**config.mk**
```make
export PLATFORM = sky130hd
export DESIGN_NAME = endecoder_pipe
export DESIGN_NICKNAME = d
export VERILOG_FILES = /design/src/rtl/endecoder_pipe.sv
export SDC_FILE = /design/constraint.sdc
export NUM_CORES = 1
export LEC_CHECK = 0
export CORE_ASPECT_RATIO = 0.6
export CORE_UTILIZATION = 30
export CTS_CLUSTER_SIZE = 25
export DETAILED_ROUTE_END_ITERATION = 16
export SLEW_MARGIN = 15
export SYNTH_ARGS = -nofsm -noshare
export SYNTH_HDL_FRONTEND = slang
export SYNTH_SLANG_ARGS = --single-unit
```
**constraint.sdc**
```tcl
create_clock -name clk_i -period 4.3 [get_ports clk_i]
set_clock_uncertainty 0.15 [all_clocks]
set_input_delay 0.86 -clock clk_i [delete_from_list [all_inputs] [get_ports clk_i]]
set_output_delay 0.86 -clock clk_i [all_outputs]
set_load 0.03 [all_outputs]
```
**src/rtl/endecoder_pipe.sv**
```systemverilog
`default_nettype none
// ============================================================================
// Module   : endecoder_pipe
// Brief    : Multi-round key-driven encrypt/decrypt engine, one round per
//            clock, with valid/ready handshakes on input and output.
// Revision : 1.0 - initial release
// ============================================================================
module endecoder_pipe #(
    parameter int DATA_W = 4,
    parameter int ROUNDS = 2,
    parameter int ROT    = 1
) (
    input  logic              clk_i,
    input  logic              rst_i,
    input  logic              in_valid_i,
    output logic              in_ready_o,
    input  logic [DATA_W-1:0] code_i,
    input  logic [DATA_W-1:0] key_i,
    input  logic              mode_i,
    output logic              out_valid_o,
    input  logic              out_ready_i,
    output logic [DATA_W-1:0] code_o,
    output logic              mode_o,
    output logic              busy_o
);

    localparam int                 C_CNT_W = (ROUNDS > 1) ? $clog2(ROUNDS) : 1;
    localparam logic [C_CNT_W-1:0] C_LAST  = C_CNT_W'(ROUNDS - 1);

    typedef enum logic [1:0] {
        S_IDLE = 2'd0,
        S_RUN  = 2'd1,
        S_DONE = 2'd2
    } state_t;

    state_t              r_state_q, w_state_d;
    logic [DATA_W-1:0]   r_x_q, w_x_d;
    logic [DATA_W-1:0]   r_key_q, w_key_d;
    logic                r_mode_q, w_mode_d;
    logic [C_CNT_W-1:0]  r_cnt_q, w_cnt_d;
    logic [DATA_W-1:0]   r_code_q, w_code_d;
    logic                r_mode_out_q, w_mode_out_d;

    logic [31:0]         w_rk_amt;
    logic [DATA_W-1:0]   w_rk;
    logic [DATA_W-1:0]   w_enc;
    logic [DATA_W-1:0]   w_dec;
    logic [DATA_W-1:0]   w_round;
    logic                w_last;
    logic                w_in_ready;
    logic                w_accept;

    // Rotations via a doubled word; valid for amounts 0..DATA_W-1.
    function automatic logic [DATA_W-1:0] f_rotl(input logic [DATA_W-1:0] v,
                                                 input logic [31:0] amt);
        logic [2*DATA_W-1:0] t;
        t = {v, v} << amt;
        return t[2*DATA_W-1:DATA_W];
    endfunction

    function automatic logic [DATA_W-1:0] f_rotr(input logic [DATA_W-1:0] v,
                                                 input logic [31:0] amt);
        logic [2*DATA_W-1:0] t;
        t = {v, v} >> amt;
        return t[DATA_W-1:0];
    endfunction

    always_comb begin
        w_rk_amt = 32'(r_cnt_q) % 32'(DATA_W);
        w_rk     = f_rotl(r_key_q, w_rk_amt);
        w_enc    = f_rotl(r_x_q ^ w_rk, 32'(ROT)) + w_rk;
        w_dec    = f_rotr(r_x_q - w_rk, 32'(ROT)) ^ w_rk;
        w_round  = r_mode_q ? w_dec : w_enc;
        // Decrypt walks the round index downwards, so it finishes at zero.
        w_last   = r_mode_q ? (r_cnt_q == '0) : (r_cnt_q == C_LAST);
    end

    always_comb begin
        w_in_ready = 1'b0;
        case (r_state_q)
            S_IDLE:  w_in_ready = 1'b1;
            S_DONE:  w_in_ready = out_ready_i;
            default: w_in_ready = 1'b0;
        endcase
        w_accept = in_valid_i && w_in_ready;
    end

    always_comb begin
        w_state_d    = r_state_q;
        w_x_d        = r_x_q;
        w_key_d      = r_key_q;
        w_mode_d     = r_mode_q;
        w_cnt_d      = r_cnt_q;
        w_code_d     = r_code_q;
        w_mode_out_d = r_mode_out_q;

        case (r_state_q)
            S_IDLE: ;
            S_RUN: begin
                w_x_d = w_round;
                if (w_last) begin
                    w_state_d    = S_DONE;
                    w_code_d     = w_round;
                    w_mode_out_d = r_mode_q;
                end else begin
                    w_cnt_d = r_mode_q ? (r_cnt_q - C_CNT_W'(1)) : (r_cnt_q + C_CNT_W'(1));
                end
            end
            S_DONE: begin
                if (out_ready_i) begin
                    w_state_d = S_IDLE;
                end
            end
            default: w_state_d = S_IDLE;
        endcase

        // Acceptance is only possible in IDLE or DONE and overrides the retire path.
        if (w_accept) begin
            w_state_d = S_RUN;
            w_x_d     = code_i;
            w_key_d   = key_i;
            w_mode_d  = mode_i;
            w_cnt_d   = mode_i ? C_LAST : '0;
        end
    end

    always_ff @(posedge clk_i) begin
        if (rst_i) begin
            r_state_q    <= S_IDLE;
            r_x_q        <= '0;
            r_key_q      <= '0;
            r_mode_q     <= 1'b0;
            r_cnt_q      <= '0;
            r_code_q     <= '0;
            r_mode_out_q <= 1'b0;
        end else begin
            r_state_q    <= w_state_d;
            r_x_q        <= w_x_d;
            r_key_q      <= w_key_d;
            r_mode_q     <= w_mode_d;
            r_cnt_q      <= w_cnt_d;
            r_code_q     <= w_code_d;
            r_mode_out_q <= w_mode_out_d;
        end
    end

    assign in_ready_o  = w_in_ready;
    assign out_valid_o = (r_state_q == S_DONE);
    assign busy_o      = (r_state_q == S_RUN);
    assign code_o      = r_code_q;
    assign mode_o      = r_mode_out_q;

endmodule
`default_nettype wire

```
==> results of run 1 <==
-- worst max-delay path by stage --
stage | cells after the start | endpoint | start
floorplan | 11 | code_o[3] | r_cnt_q
global placement | 4 | in_ready_o | out_ready_i
detailed placement | 4 | in_ready_o | out_ready_i
CTS | 4 | in_ready_o | out_ready_i
global route | 4 | in_ready_o | out_ready_i
finish | 4 | in_ready_o | out_ready_i
-- state kept, by name (all words and copies together), names as in the netlist --
register / count
r_key_q: 4
r_state_q: 2
r_cnt_q: 1
r_mode_q: 1
mode_o: 1
r_x_q: 4
code_o: 4
-- kinds of logic after synthesis --
logic type               after synthesis
XOR/XNOR                              10
AND/OR/NAND/NOR                       44
multiplexers                           9
flip-flops                            17
buffers and inverters                 15
adder cells (fa/ha/maj)                7
AO/OA/AOI/OAI                         31
-- through the flow --
stage / setup WS [ps] / total power [mW]
floorplan: 1740 / 0.330
global placement: 1050 / 0.374
detailed placement: 996 / 0.382
CTS: 987 / 0.504
global route: 927 / 0.537
finish: 979 / 0.498
-- per-layer routing --
metal / global-route usage / up-vias / part of all wire
li1: - / 492 / -
met1: 0.214 / 456 / 0.50
met2: 0.225 / 31 / 0.42
met3: 0.0486 / 2 / 0.081
met4: 0.0179 / 0 / 0.0031
met5: 0 / - / 0
-- worst max-delay path, cell delays in order --
cell	delay [ps]
sky130_fd_sc_hd__clkdlybuf4s50_1	480
sky130_fd_sc_hd__inv_1	60
sky130_fd_sc_hd__a21oi_1	210
sky130_fd_sc_hd__clkdlybuf4s50_1	700
-- cell usage in the layout (no fill, tap or decap), types with 2 or more instances in the layout --
cell,count
sky130_fd_sc_hd__nor2_1,14
sky130_fd_sc_hd__ha_1,6
sky130_fd_sc_hd__dfxtp_1,17
sky130_fd_sc_hd__nor3_1,2
sky130_fd_sc_hd__inv_1,7
sky130_fd_sc_hd__a21oi_1,14
sky130_fd_sc_hd__inv_2,3
sky130_fd_sc_hd__clkbuf_8,3
sky130_fd_sc_hd__mux2i_1,4
sky130_fd_sc_hd__a31oi_1,2
sky130_fd_sc_hd__nand2_1,21
sky130_fd_sc_hd__o21ai_0,2
sky130_fd_sc_hd__xnor2_1,9
sky130_fd_sc_hd__a22oi_1,4
sky130_fd_sc_hd__mux2_2,3
sky130_fd_sc_hd__clkdlybuf4s50_1,20
sky130_fd_sc_hd__nand2b_1,3
-- final cells by class --
class / instances / area, um^2 / share of cell area
multi-input cells: 101 / 692 / 0.505
well taps: 45 / 56.3 / 0.0411
clock buffers: 4 / 45.0 / 0.0328
repair buffers: 20 / 200 / 0.146
flip-flops and latches: 17 / 340 / 0.248
inverters: 10 / 37.5 / 0.0274
-- where the power goes --
group | switching, mW | internal, mW
Clock | 0.0528 | 0.0657
Combinational | 0.103 | 0.0868
Sequential | 0.0177 | 0.172
Total | 0.173 | 0.324
==> run summary, run 1 <==
The sink count of the clock tree came out at 17. The initial antenna violation count is 0. The global-route wire length before repair is 4480 um. The minimum setup slack among reg-to-reg paths came out at 1300 ps.

The detailed router's first-iteration violation count is 23. The H-tree depth reported by CTS is 1. By count the netlist is led by 21 x sky130_fd_sc_hd__nand2_1, 17 x sky130_fd_sc_hd__dfxtp_1, 14 x sky130_fd_sc_hd__a21oi_1, 14 x sky130_fd_sc_hd__nor2_1, 9 x sky130_fd_sc_hd__xnor2_1. The cell type contributing the most total cell area after synthesis is sky130_fd_sc_hd__dfxtp_1. The cell area after technology mapping is 0.00110 mm^2. The aggregate global routing overflow is 0.

The deepest clock path buffer count came out at 2. The reg-to-reg critical path endpoint is code_o[3]. The final max-slew violation count is 0.

The critical path in this run is classified as input pin to output pin. The clock period could shrink to 3320 ps. VDD sags by at most 239 uV. The number of resized instances in the post-cts repair step is 0. The data arrival at the endpoint of the critical path is 2310 ps.

The initialized floorplan defines 16 standard-cell rows. Summed over all nets, the half-perimeter wirelength after detailed placement is 2050 um. The final routed DRC violation total came out at 0.

The cts-stage hold buffer count came out at 0. At the end of routability-driven placement, the weighted congestion stood at 0.824. The worst pin sits at a relative slew slack of 0.545. The number of top-level pins is 21. For this design the ratio of total power to cell area is 363 mW/mm^2. Entering global routing, the biggest net connects 20 pins. The number of warning messages in the yosys log came out at 0.

From synthesis to final layout, the design area changed by 25.1%. After routing the design area is 0.00137 mm^2. Ranked by total cell area, the synthesized netlist is headed by sky130_fd_sc_hd__dfxtp_1 31%, sky130_fd_sc_hd__nand2_1 7.2%, sky130_fd_sc_hd__xnor2_1 7.2%. The total number of vias came out at 981.

The worst setup path is launched from an input pin. The xor/xnor cell area share of the yosys netlist came out at 0.0799. Setup repair after global routing left no endpoint under its margin. In this run the clock root is driven by a sky130_fd_sc_hd__clkbuf_8.

The final cell utilization of the core came out at 0.408. The count of nets after finishing came out at 173. The number of antenna diodes in the final layout is 0. The clock edge transition at the registers on the reported setup and hold paths came out at 60 ps. The first detailed-routing pass took 4 iterations. At the pin with the least slew margin, the transition time is 680 ps. The width of the chip came out at 80.0 um. The number of global-route vias before repair is 932.

In this run the worst path has a maximum fanout of 2. In the finished design, the share of the clock period the worst path needs comes to 0.772. The highest clock frequency the design can meet came out at 0.301 GHz. The number of setup buffers added after CTS came out at 0. The total routing resource utilization after global routing is 0.150. The worst hold path passes through 2 cells. The non-filler instance count after layout came out at 197. The element type at the critical path end is an output pin. The number of enable-type register cells in the synthesized netlist came out at 0.

The final count of hold timing violations came out at 0. The number of filler cells placed in the layout is 364. The share of async-settable or async-resettable flops after synthesis is 0. In this run the critical register-to-register path is launched from r_cnt_q. The post-place instance area is 0.00133 mm^2. The worst endpoint required time is 3290 ps. For this design the static power due to leakage is 0.529 nW. The flow ran to the end, and the final reports show no timing, DRC or antenna violations. In this run the vertical extent of the chip is 48.8 um.

The worst hold path terminates at mode_o. The vias per cell came out at 4.98. The startpoint of the worst hold path is mode_o. The TritonCTS buffer count came out at 3.

The area enclosed by the die boundary is 0.00391 mm^2. The core region is 0.00336 mm^2. Summed over all layers, the routed wires come to 2620 um. The final number of setup-violating endpoints is 0. The main flop type after synthesis is sky130_fd_sc_hd__dfxtp_1. The top-area cell type share of the netlist area is 0.311.

The initial utilization of the core area, before any placement, comes to 0.326. The number of unique standard cell types used by synthesis came out at 34. The combinational family with the most area after synthesis is compound AO/OA/AOI/OAI gates. The mean instance size in the synthesized netlist is 8.24 um^2.

The mux cell area share after synthesis came out at 0.0936. The synthesized instance count came out at 133. Yosys instantiated no cell more often than sky130_fd_sc_hd__nand2_1. The fraction of layout instances using a drive strength above 1 came out at 0.0921. The post-placement cell count is 193.

The total negative setup slack is 0 ps. Synthesis inferred 17 register bits. The average wire length per cell after detail routing is 13.3 um.

The number of cells on the worst reg-to-reg path is 10. The area fraction in compound gates after synthesis came out at 0.199. In this run the worst hold path is classified as flop to flop.

TritonCTS built the clock tree. The adder-cell share of the synthesized area came out at 0.0868. During placement, the flow inserted port buffers numbering 20. The simple-gate area share of the yosys netlist is 0.172. Counting every net in the synthesized netlist gives 153.

The sequential area share after synthesis is 0.311. The reported max-cap violation count came out at 0. The final worst hold slack came out at 321 ps.

The later-pin clock latency in the skew report is 250 ps. Once detail routing completed, the nets flagged for antenna violations numbered 0.
Note: power is estimated with default switching activity, not from simulation.
==> run 2, diff against run 1 <==
==> constraint.sdc (replaced) <==
create_clock -name clk_i -period 2.9 [get_ports clk_i]
set_clock_uncertainty 0.15 [all_clocks]
set_input_delay 0.58 -clock clk_i [delete_from_list [all_inputs] [get_ports clk_i]]
set_output_delay 0.58 -clock clk_i [all_outputs]
set_load 0.03 [all_outputs]
==> run 2 against run 1 <==
Critical path depth increased by 6. Non-clock buffer count up 3. Wire length decreased by 2.3%. Worst setup slack got worse by 800 ps. Final area up 1.6%. Critical path type is now flop to flop.
==> run summary, run 2 (synthesis gave the netlist of run 1 again) <==
The critical path in this run is classified as flop to flop. The power density normalized to cell area came out at 531 mW/mm^2 (+46%). The cell sitting at the root of the clock tree is a sky130_fd_sc_hd__clkbuf_8.

The number of resized instances in the post-cts repair step came to 0 (unchanged). The final number of setup-violating endpoints came out at 0 (unchanged). The final weighted congestion in routability-driven placement came out at 0.889 (+7.9%). The non-filler instance count after layout is 200 (+1.5%). The die height came out at 48.8 um (unchanged). The final count of hold timing violations came out at 0 (unchanged). In the layout the commonest cells are 21 x sky130_fd_sc_hd__nand2_1, 20 x sky130_fd_sc_hd__clkdlybuf4s50_1, 17 x sky130_fd_sc_hd__dfxtp_1. The register area is 340 um^2 (unchanged). The detailed router's first-iteration violation count is 25 (+8.7%). The sink count of the clock tree came out at 17 (unchanged). The critical path depth came out at 10 (+6). The final cell utilization of the core came out at 0.414 (+0.00670). The residual antenna-violating net count after detailed routing came out at 0 (unchanged). The number of detailed-route iterations in the first pass came out at 4 (unchanged). The flow ran to the end, and the final reports show no timing, DRC or antenna violations. The number of filler cells placed in the layout is 352 (-3.3%). The part of the total power dissipated in combinational logic came to 0.383 (+0.002).

The worst endpoint required time is 2920 ps (-370 ps). The count of nets after finishing is 176 (+1.7%). The final routed DRC violation total is 0 (unchanged). The pin count of the biggest net entering global routing is 15 (-25%). The cts-stage hold buffer count is 0 (unchanged). The later-pin clock latency in the skew report is 250 ps (about the same). The area growth from synthesis to layout is 27.2%.

The highest net fanout along the worst path came to 6 (+4). The path type of the worst min-delay path is flop to flop. The worst setup path is captured at a flop.

The average wire length per cell after detail routing came out at 12.8 um (-3.7%). The width of the chip is 80.0 um (unchanged). The leading cell type in the layout, fill and taps excluded is sky130_fd_sc_hd__nand2_1.

The number of core rows was 16 (unchanged). The deepest clock path buffer count came out at 2 (unchanged). The vias per cell was 4.90 (-1.6%).

The HPWL after detailed placement was 2010 um (-2.1%). The cell family contributing the most delay on the critical path is multiplexers. The delay of the slowest cell on the worst path is 490 ps (-210 ps). The number of buffers added on ports came out at 20 (unchanged).

The highest clock frequency the design can meet is 0.367 GHz. The switching power came out at 0.255 mW (+47%). The total number of vias came out at 980 (-0.10%). The startpoint of the most critical setup path is r_cnt_q.

The cell with the most instances on the worst path is sky130_fd_sc_hd__ha_1. The total negative setup slack was 0 ps (unchanged). The fraction of power consumed by sequential logic came out at 0.378 (-0.003). In this run the critical register-to-register path is launched from r_cnt_q. The internal power summed over all cells is 0.485 mW (+50%).

Setup repair after global routing left no endpoint under its margin. The length in cells of the worst reg-to-reg path came out at 10 (unchanged). The post-placement cell count came to 196 (+1.6%). The clock edge transition at the registers on the reported setup and hold paths came out at 70 ps (about the same). The number of global-route vias before repair was 917 (-1.6%). The depth of the worst hold-timing path is 2 (unchanged). The initial antenna violation count is 0 (unchanged). The switching share of total power came to 0.345 (-0.00389). The clock network fraction of total power is 0.240 (+0.002). The clock period minus final worst setup slack is 2720 ps. For this design, the slowest cell found on the critical path is sky130_fd_sc_hd__dfxtp_1. The worst-margin pin slew came out at 507 ps (-173 ps). The initial standard-cell utilization of the core is 0.326 (unchanged).

The TritonCTS buffer count came out at 3 (unchanged). The H-tree depth reported by CTS came out at 1 (unchanged). The reported max-cap violation count is 0 (unchanged). The global-route wire length before repair is 4370 um (-2.5%). The antenna diode count is 0 (unchanged).

The aggregate global routing overflow was 0 (unchanged). STA classifies the critical path startpoint as a flop. The fraction of layout instances using a drive strength above 1 is 0.110 (+0.0176). The routed wire length is 2560 um (-2.3%). The floorplan core area is 0.00336 mm^2 (unchanged). The final max-slew violation count is 0 (unchanged). The number of top-level pins was 21 (unchanged). The area enclosed by the die boundary came out at 0.00391 mm^2 (unchanged).

The total routing resource utilization after global routing is 0.145 (-0.00483). The critical path goes through mux2_4, inv_2, ha_1, inv_1, ha_1, and3b_1, o32ai_1, mux2i_2, xnor2_1, a211oi_2. TritonCTS built the clock tree. The peak supply drop came out at 215 uV (-10%). The final cycle utilization of the critical path came out at 0.940. The startpoint identified for the worst hold timing path is mode_o. The combined area of the multi-input logic cells is 692 um^2 (unchanged). The leakage power total came out at 0.543 nW (+2.7%). The headroom to the max-slew limit came to 0.661 (+0.116).

The number of setup buffers added after CTS is 0 (unchanged). The data arrival at the endpoint of the critical path is 2750 ps (+440 ps). The number of buffer and inverter stages on the critical path came to 2 (-1).
run 2: cell types whose count changed in the layout (fill, tap and decap cells not counted), sizes merged:
| cell | delta |
|---|---|
| buf | +3 |
run 2: layer usage:
layer,global-route usage,vias up,wire length [um]
met1,0.216,442,1400
met3,0.0486,4,171
met5,0,-,0
li1,-,503,-
met4,0.0179,0,13
met2,0.205,31,980
run 2: final cells by class:
cell class	count	share of cell area
clock buffer	4	0.0323
inverter	10	0.0269
timing repair buffer	23	0.160
multi-input combinational	101	0.496
tap	45	0.0404
sequential	17	0.244
run 2: per-stage QoR:
| step | setup WS, ps | total power [mW] | instance area (um^2) | hold WS (ps) |
|---|---|---|---|---|
| 2_1_floorplan | 341 | 0.489 | 1100 | 296 |
| 6_report | 175 | 0.740 | 1390 | 329 |
| 3_3_place_gp | 212 | 0.561 | 1350 | 309 |
| 3_5_place_dp | 190 | 0.566 | 1350 | 319 |
| 5_1_grt | 33.9 | 0.791 | 1390 | 369 |
| 4_1_cts | 178 | 0.745 | 1390 | 329 |
run 2: final timing paths:
| path | end | slack, ps |
|---|---|---|
| setup / recovery | code_o[3] | 180 |
| hold / removal | mode_o | 330 |
| setup reg to reg | code_o[3] | 180 |
| hold reg to reg | mode_o | 330 |
run 2: worst min-delay path, cell delays in order, from the launching register on:
cell and delay [ps]:
sky130_fd_sc_hd__dfxtp_1 320, sky130_fd_sc_hd__nand2_1 60, sky130_fd_sc_hd__a21oi_1 50
run 2: power by group through the flow:
stage | Combinational, mW | Sequential (mW) | Clock, mW
after CTS | 0.284 | 0.279 | 0.182
after detailed placement | 0.282 | 0.284 | 0
after global placement | 0.278 | 0.283 | 0
after global routing | 0.313 | 0.283 | 0.195
after floorplan | 0.207 | 0.282 | 0
final | 0.283 | 0.280 | 0.177
==> run 3, diff against run 2 <==
--- a/config.mk
+++ b/config.mk
@@ -9,7 +9,7 @@
 export CORE_UTILIZATION = 30
 export CTS_CLUSTER_SIZE = 25
 export DETAILED_ROUTE_END_ITERATION = 16
-export SLEW_MARGIN = 15
+export SLEW_MARGIN = 20
 export SYNTH_ARGS = -nofsm -noshare
 export SYNTH_HDL_FRONTEND = slang
 export SYNTH_SLANG_ARGS = --single-unit
==> results of run 3 <==
Same layout as run 2: the final DEF is identical, and so are final timing and power.
